**src/rtl/instr_fetch_unit.sv**
```systemverilog
// Instruction fetch unit: issues one aligned read per fetch_start and holds
// the returned word in an instruction register until decode takes it.
// Ports: clk/rst (sync, active-low); pc_in/fetch_start from control;
//   mem_req/mem_addr/mem_gnt/mem_rvalid/mem_rdata to instruction memory;
//   flush aborts the current fetch; ir_out/ir_pc/ir_valid/ir_ready to decode;
//   pc_write, fetch_busy, fetch_err status back to control.
// Latency: request visible the cycle after fetch_start, ir_valid the cycle
// after mem_rvalid. Backpressure: mem_req/mem_addr hold until mem_gnt, and
// ir_* hold until ir_ready.
module instr_fetch_unit #(
  parameter int BIT_WIDTH = 32,
  parameter int TIMEOUT   = 16
) (
  input  logic                 clk,
  input  logic                 rst,
  input  logic [BIT_WIDTH-1:0] pc_in,
  input  logic                 fetch_start,
  output logic                 mem_req,
  output logic [BIT_WIDTH-1:0] mem_addr,
  input  logic                 mem_gnt,
  input  logic                 mem_rvalid,
  input  logic [31:0]          mem_rdata,
  input  logic                 flush,
  output logic [31:0]          ir_out,
  output logic [BIT_WIDTH-1:0] ir_pc,
  output logic                 ir_valid,
  input  logic                 ir_ready,
  output logic                 pc_write,
  output logic                 fetch_busy,
  output logic                 fetch_err
);

  localparam int CW = (TIMEOUT > 1) ? $clog2(TIMEOUT) : 1;
  localparam logic [CW-1:0] CNT_LAST = CW'(TIMEOUT - 1);

  typedef enum logic [2:0] {
    S_IDLE,
    S_REQ,
    S_WAIT,
    S_HOLD,
    S_DRAIN
  } state_t;

  state_t               state;
  logic [BIT_WIDTH-1:0] addr_q;
  logic [CW-1:0]        cnt;

  assign mem_addr   = addr_q;
  assign fetch_busy = (state != S_IDLE);

  always_ff @(posedge clk) begin
    if (!rst) begin
      state     <= S_IDLE;
      addr_q    <= '0;
      cnt       <= '0;
      mem_req   <= 1'b0;
      ir_out    <= '0;
      ir_pc     <= '0;
      ir_valid  <= 1'b0;
      pc_write  <= 1'b0;
      fetch_err <= 1'b0;
    end else begin
      // Strobes are single-cycle unless re-asserted below.
      pc_write  <= 1'b0;
      fetch_err <= 1'b0;
      case (state)
        S_IDLE: begin
          // Flush outranks fetch_start even though it has nothing to cancel.
          if (fetch_start && !flush) begin
            if (pc_in[1:0] == 2'b00) begin
              addr_q  <= pc_in;
              mem_req <= 1'b1;
              state   <= S_REQ;
            end else begin
              fetch_err <= 1'b1;
            end
          end
        end
        S_REQ: begin
          if (flush || mem_gnt) begin
            mem_req <= 1'b0;
            cnt     <= '0;
            // A granted request will still return data, which must be absorbed.
            if (flush) state <= mem_gnt ? S_DRAIN : S_IDLE;
            else       state <= S_WAIT;
          end
        end
        S_WAIT: begin
          if (mem_rvalid) begin
            if (flush) begin
              state <= S_IDLE;
            end else begin
              ir_out   <= mem_rdata;
              ir_pc    <= addr_q;
              ir_valid <= 1'b1;
              pc_write <= 1'b1;
              state    <= S_HOLD;
            end
          end else if (cnt == CNT_LAST) begin
            // A flush landing on the last cycle is not reported as an error.
            fetch_err <= !flush;
            state     <= S_IDLE;
          end else begin
            cnt <= cnt + CW'(1);
            if (flush) state <= S_DRAIN;
          end
        end
        S_HOLD: begin
          if (flush) begin
            ir_valid <= 1'b0;
            state    <= S_IDLE;
          end else if (ir_ready) begin
            ir_valid <= 1'b0;
            state    <= S_IDLE;
            if (fetch_start) begin
              if (pc_in[1:0] == 2'b00) begin
                addr_q  <= pc_in;
                mem_req <= 1'b1;
                state   <= S_REQ;
              end else begin
                fetch_err <= 1'b1;
              end
            end
          end
        end
        S_DRAIN: begin
          // Timeout here is silent: the fetch was already abandoned.
          if (mem_rvalid || cnt == CNT_LAST) state <= S_IDLE;
          else                               cnt   <= cnt + CW'(1);
        end
        default: begin
          mem_req <= 1'b0;
          state   <= S_IDLE;
        end
      endcase
    end
  end

endmodule

```
**config.mk**
```make
export PLATFORM = sky130hd
export DESIGN_NAME = instr_fetch_unit
export DESIGN_NICKNAME = d
export VERILOG_FILES = /design/src/rtl/instr_fetch_unit.sv
export SDC_FILE = /design/constraint.sdc
export NUM_CORES = 1
export LEC_CHECK = 0
export CAP_MARGIN = 20
export CELL_PAD_IN_SITES_DETAIL_PLACEMENT = 1
export CELL_PAD_IN_SITES_GLOBAL_PLACEMENT = 1
export CORE_UTILIZATION = 31
export DETAILED_ROUTE_END_ITERATION = 16
export PLACE_DENSITY_LB_ADDON = 0.12
export SLEW_MARGIN = 20
export SYNTH_ARGS = -nofsm -noshare
export SYNTH_HDL_FRONTEND = slang
export SYNTH_SLANG_ARGS = --single-unit
```
**constraint.sdc**
```tcl
create_clock -name clk -period 2.1 [get_ports clk]
set_input_delay 0.42 -clock clk [delete_from_list [all_inputs] [get_ports clk]]
set_output_delay 0.42 -clock clk [all_outputs]
set_load 0.03 [all_outputs]
```
==> metrics.md <==
| Metric | Value |
|---|---|
| Status | `finished clean` |
| Die area | `14300 um^2` |
| Final Critical Period | `2.01 ns` |
| Register area share after synthesis | `0.500` |
| Worst slew pin tran | `0.430 ns` |
| # setup viols final | `0` |
| Max Cap Viol | `0` |
| NumNets Final | `about 700` |
| Synth Flop Type | `dfxtp_1` |
| Crit path kind | `in2reg` |
| Drt first pass iters | `4` |
| Final ANT Viol Nets | `0` |
| Pwr/cell area | `about 630 nW/um^2` |
| CTS Buf Count | `9` |
| CTS tree | `built` |
| Register Area | `2140 um^2` |
| Count of unique library cells instantiated by Yosys | `between 40 and 50` |
| Slew headroom | `0.714` |
| CP arrival | `~2.3 ns` |
| Worst path required time | `between 2 and 2.5 ns` |
| Ant. Diodes | `0` |
| Crit share post-route | `0.959` |
| CP top delay family | `buffers and inverters` |
| Post-Syn Area | `around 4300 um^2` |
| Critical Path End Type | `flop` |
| Row Count | `42` |
| Leading area contributor after synthesis | `dfxtp_1` |
| Area of the core | `between 10000 and 15000 um^2` |
| Count leader, synth | `nand2_1` |
| RSZ-0062 raised after global routing | `no` |
| Clk sink count | `around 110` |
| GRT Overall Usage | `0.178` |
| Area of the multi-input gates | `between 1500 and 2000 um^2` |
| HPWL after detailed placement | `between 8000 and 9000 um` |
| Final max-slew violation count | `0` |
| Top-area cell type share of the netlist area | `0.500` |
| CTS max path bufs | `2` |
| CTS root buf | `clkbuf_16` |
| Cell Chain, Critical Path | `clkdlybuf4s50_1 -> or4b_4 -> a211oi_4 -> buf_12 -> buf_12 -> mux2i_1 -> nor2b_1` |
| DIE HEIGHT | `between 100 and 150 um` |
| Placed cell count | `around 810` |
| Clk slew on worst S/H paths | `0.06 ns` |
| Number of global-route vias before repair | `between 3000 and 4000` |
| Drt drc | `0` |
| CP dominant cell by count | `buf_12` |
| CP bufs+invs | `3` |
| Vias | `3804` |
| Maximum VDD drop | `0.000519 V` |
| Post-synthesis area per instance | `about 9 um^2` |
| Hold WC Path Type | `reg2reg` |
| CP peak stage delay | `0.57 ns` |
| IO Pins | `172` |
| GP Congestion | `0.735` |
| Starting density of the core | `0.321` |
| First-pass GRT wire length | `about 20000 um` |
| Layout cells sized above 1 | `0.0721` |
| Drt total wl | `approximately 13000 um` |
| CP max stage cell | `or4b_4` |
| Port bufs | `approximately 170` |
| Worst clock skew | `0.00283 ns` |
| Final Hold Viols | `0` |
| Detailed Route Iter0 Violations | `130` |
| Non-Filler Instances | `a little over 800` |
| Vias per cell | `4.59` |
| P_leak | `2.27 nW` |
| Max Clk Rate | `about 500 MHz` |
| CP Launch Type | `primary input` |
| Area contributors post-synth | `dfxtp_1 50%, nand2_1 12%, a21boi_0 11%, mux2i_1 7.9%, nor2b_1 4.8%` |
| Yosys warns | `0` |
| Most instantiated cells after synthesis | `135 x nand2_1, 107 x dfxtp_1, 65 x a21boi_0` |
| Largest net degree at the start of global routing | `53` |
| EDFF count, synth | `0` |
| FFs w/ async S/R, synth | `0` |
| Design area | `~6600 um^2` |
| DIE WIDTH | `120 um` |
| Initial antenna violation count | `0` |
| Cts hold-fix bufs | `0` |
| Syn nets | `around 550` |
| H-tree depth | `3` |
| Number of synthesized register bits | `approximately 110` |
| Placed inst area | `6280 um^2` |
| Fill cells | `about 1600` |
| Later-pin clock latency in the skew report | `around 0.34 ns` |
| Routed len/inst | `approximately 15 um` |
| Layout Area Growth over Synthesis | `54.7%` |
| Synthesized instance count | `476` |
| GRT overflow | `0` |
| Crit-path max FO | `13` |
report_power, final:
group	switching [mW]	internal, mW
clock network	0.698	1.03
registers	0.0151	2.05
logic	0.149	0.222
logic make-up (layout without fill, tap and decap cells):
family | Yosys count | in the layout | synth area share
xor+xnor | 1 | 1 | 0.00204
flops | 107 | 107 | 0.500
fa+ha+maj | 1 | 1 | 0.00292
simple gates | 200 | 200 | 0.212
mux | 34 | 34 | 0.0794
compound gates | 91 | 91 | 0.159
buf+inv | 42 | 218 | 0.0441
timing repair:
item / in CTS / in global routing
endpoints found under the setup margin: 1 / 2
cloned: 0 / 1
pin swaps: 0 / 1
setup buffers: 0 / 1
gates resized for setup: 2 / 1
stage by stage:
step                power [mW]  utilization  worst slack, ns  TNS, ns  hold slack [ns]
floorplan                 2.26            -            0.217        0            0.459
global placement          2.47        0.471           -0.268   -10.92            0.450
detailed placement        2.47        0.471           -0.331   -14.65            0.459
CTS                       4.23        0.493           0.0190        0            0.464
global route              4.34        0.497          0.00312        0            0.484
finish                    4.16        0.497           0.0861        0            0.463
sequential cells by signal, summed over array words and instances, names as in the netlist:
name	count
ir_out	32
ir_pc	32
mem_addr	32
cnt	4
state	3
fetch_err	1
ir_valid	1
mem_req	1
pc_write	1
cells in the final DEF, fill, tap and decap left out, types with 2 or more instances in the layout:
cell             instances
clkbuf_16               10
and3_1                   2
dfxtp_1                105
o31ai_1                  2
a31oi_1                  2
bufinv_16                2
or3_1                    2
buf_4                   20
dfxtp_2                  2
nor2b_1                 33
clkbuf_1                 2
or2_2                    2
nand2_1                134
inv_1                    7
nor2_1                   4
buf_12                   5
nand3_1                  6
o22ai_1                  3
nor3_1                   2
a21boi_0                65
mux2i_1                 34
and3b_1                  3
and2_1                   2
o21ai_0                  5
nand2b_1                 4
a21oi_1                  3
clkdlybuf4s50_1        169
worst paths after layout:
check	start	to	slack [ns]	cells past startpoint
worst max register to register	cnt[0]	cnt[2]	0.24	5
worst min register to register	ir_out[21]	ir_out[21]	0.46	2
worst min-delay path	ir_out[21]	ir_out[21]	0.46	2
worst max-delay path	pc_in[0]	mem_addr[15]	0.09	7
tightest hold or removal path, stage by stage, from the launching register on:
cell and delay [ns]:
dfxtp_1 0.31, nand2_1 0.05, a21boi_0 0.06
area by class of cell:
cell class | instances | share of cell area
Clock inverter | 3 | 0.00981
Inverter | 7 | 0.00396
Timing Repair Buffer | 197 | 0.299
Multi-Input combinational cell | 327 | 0.295
Tap cell | 176 | 0.0332
Clock buffer | 11 | 0.0351
Sequential cell | 107 | 0.323
layer usage:
layer	GRT usage	vias to the layer above	wire (um)
li1	-	1907	-
met1	0.222	1806	5730
met2	0.306	81	6320
met3	0.0475	10	570
met4	0.0375	0	102
met5	0	-	0
No activity file was read; power rests on OpenSTA's default activity.
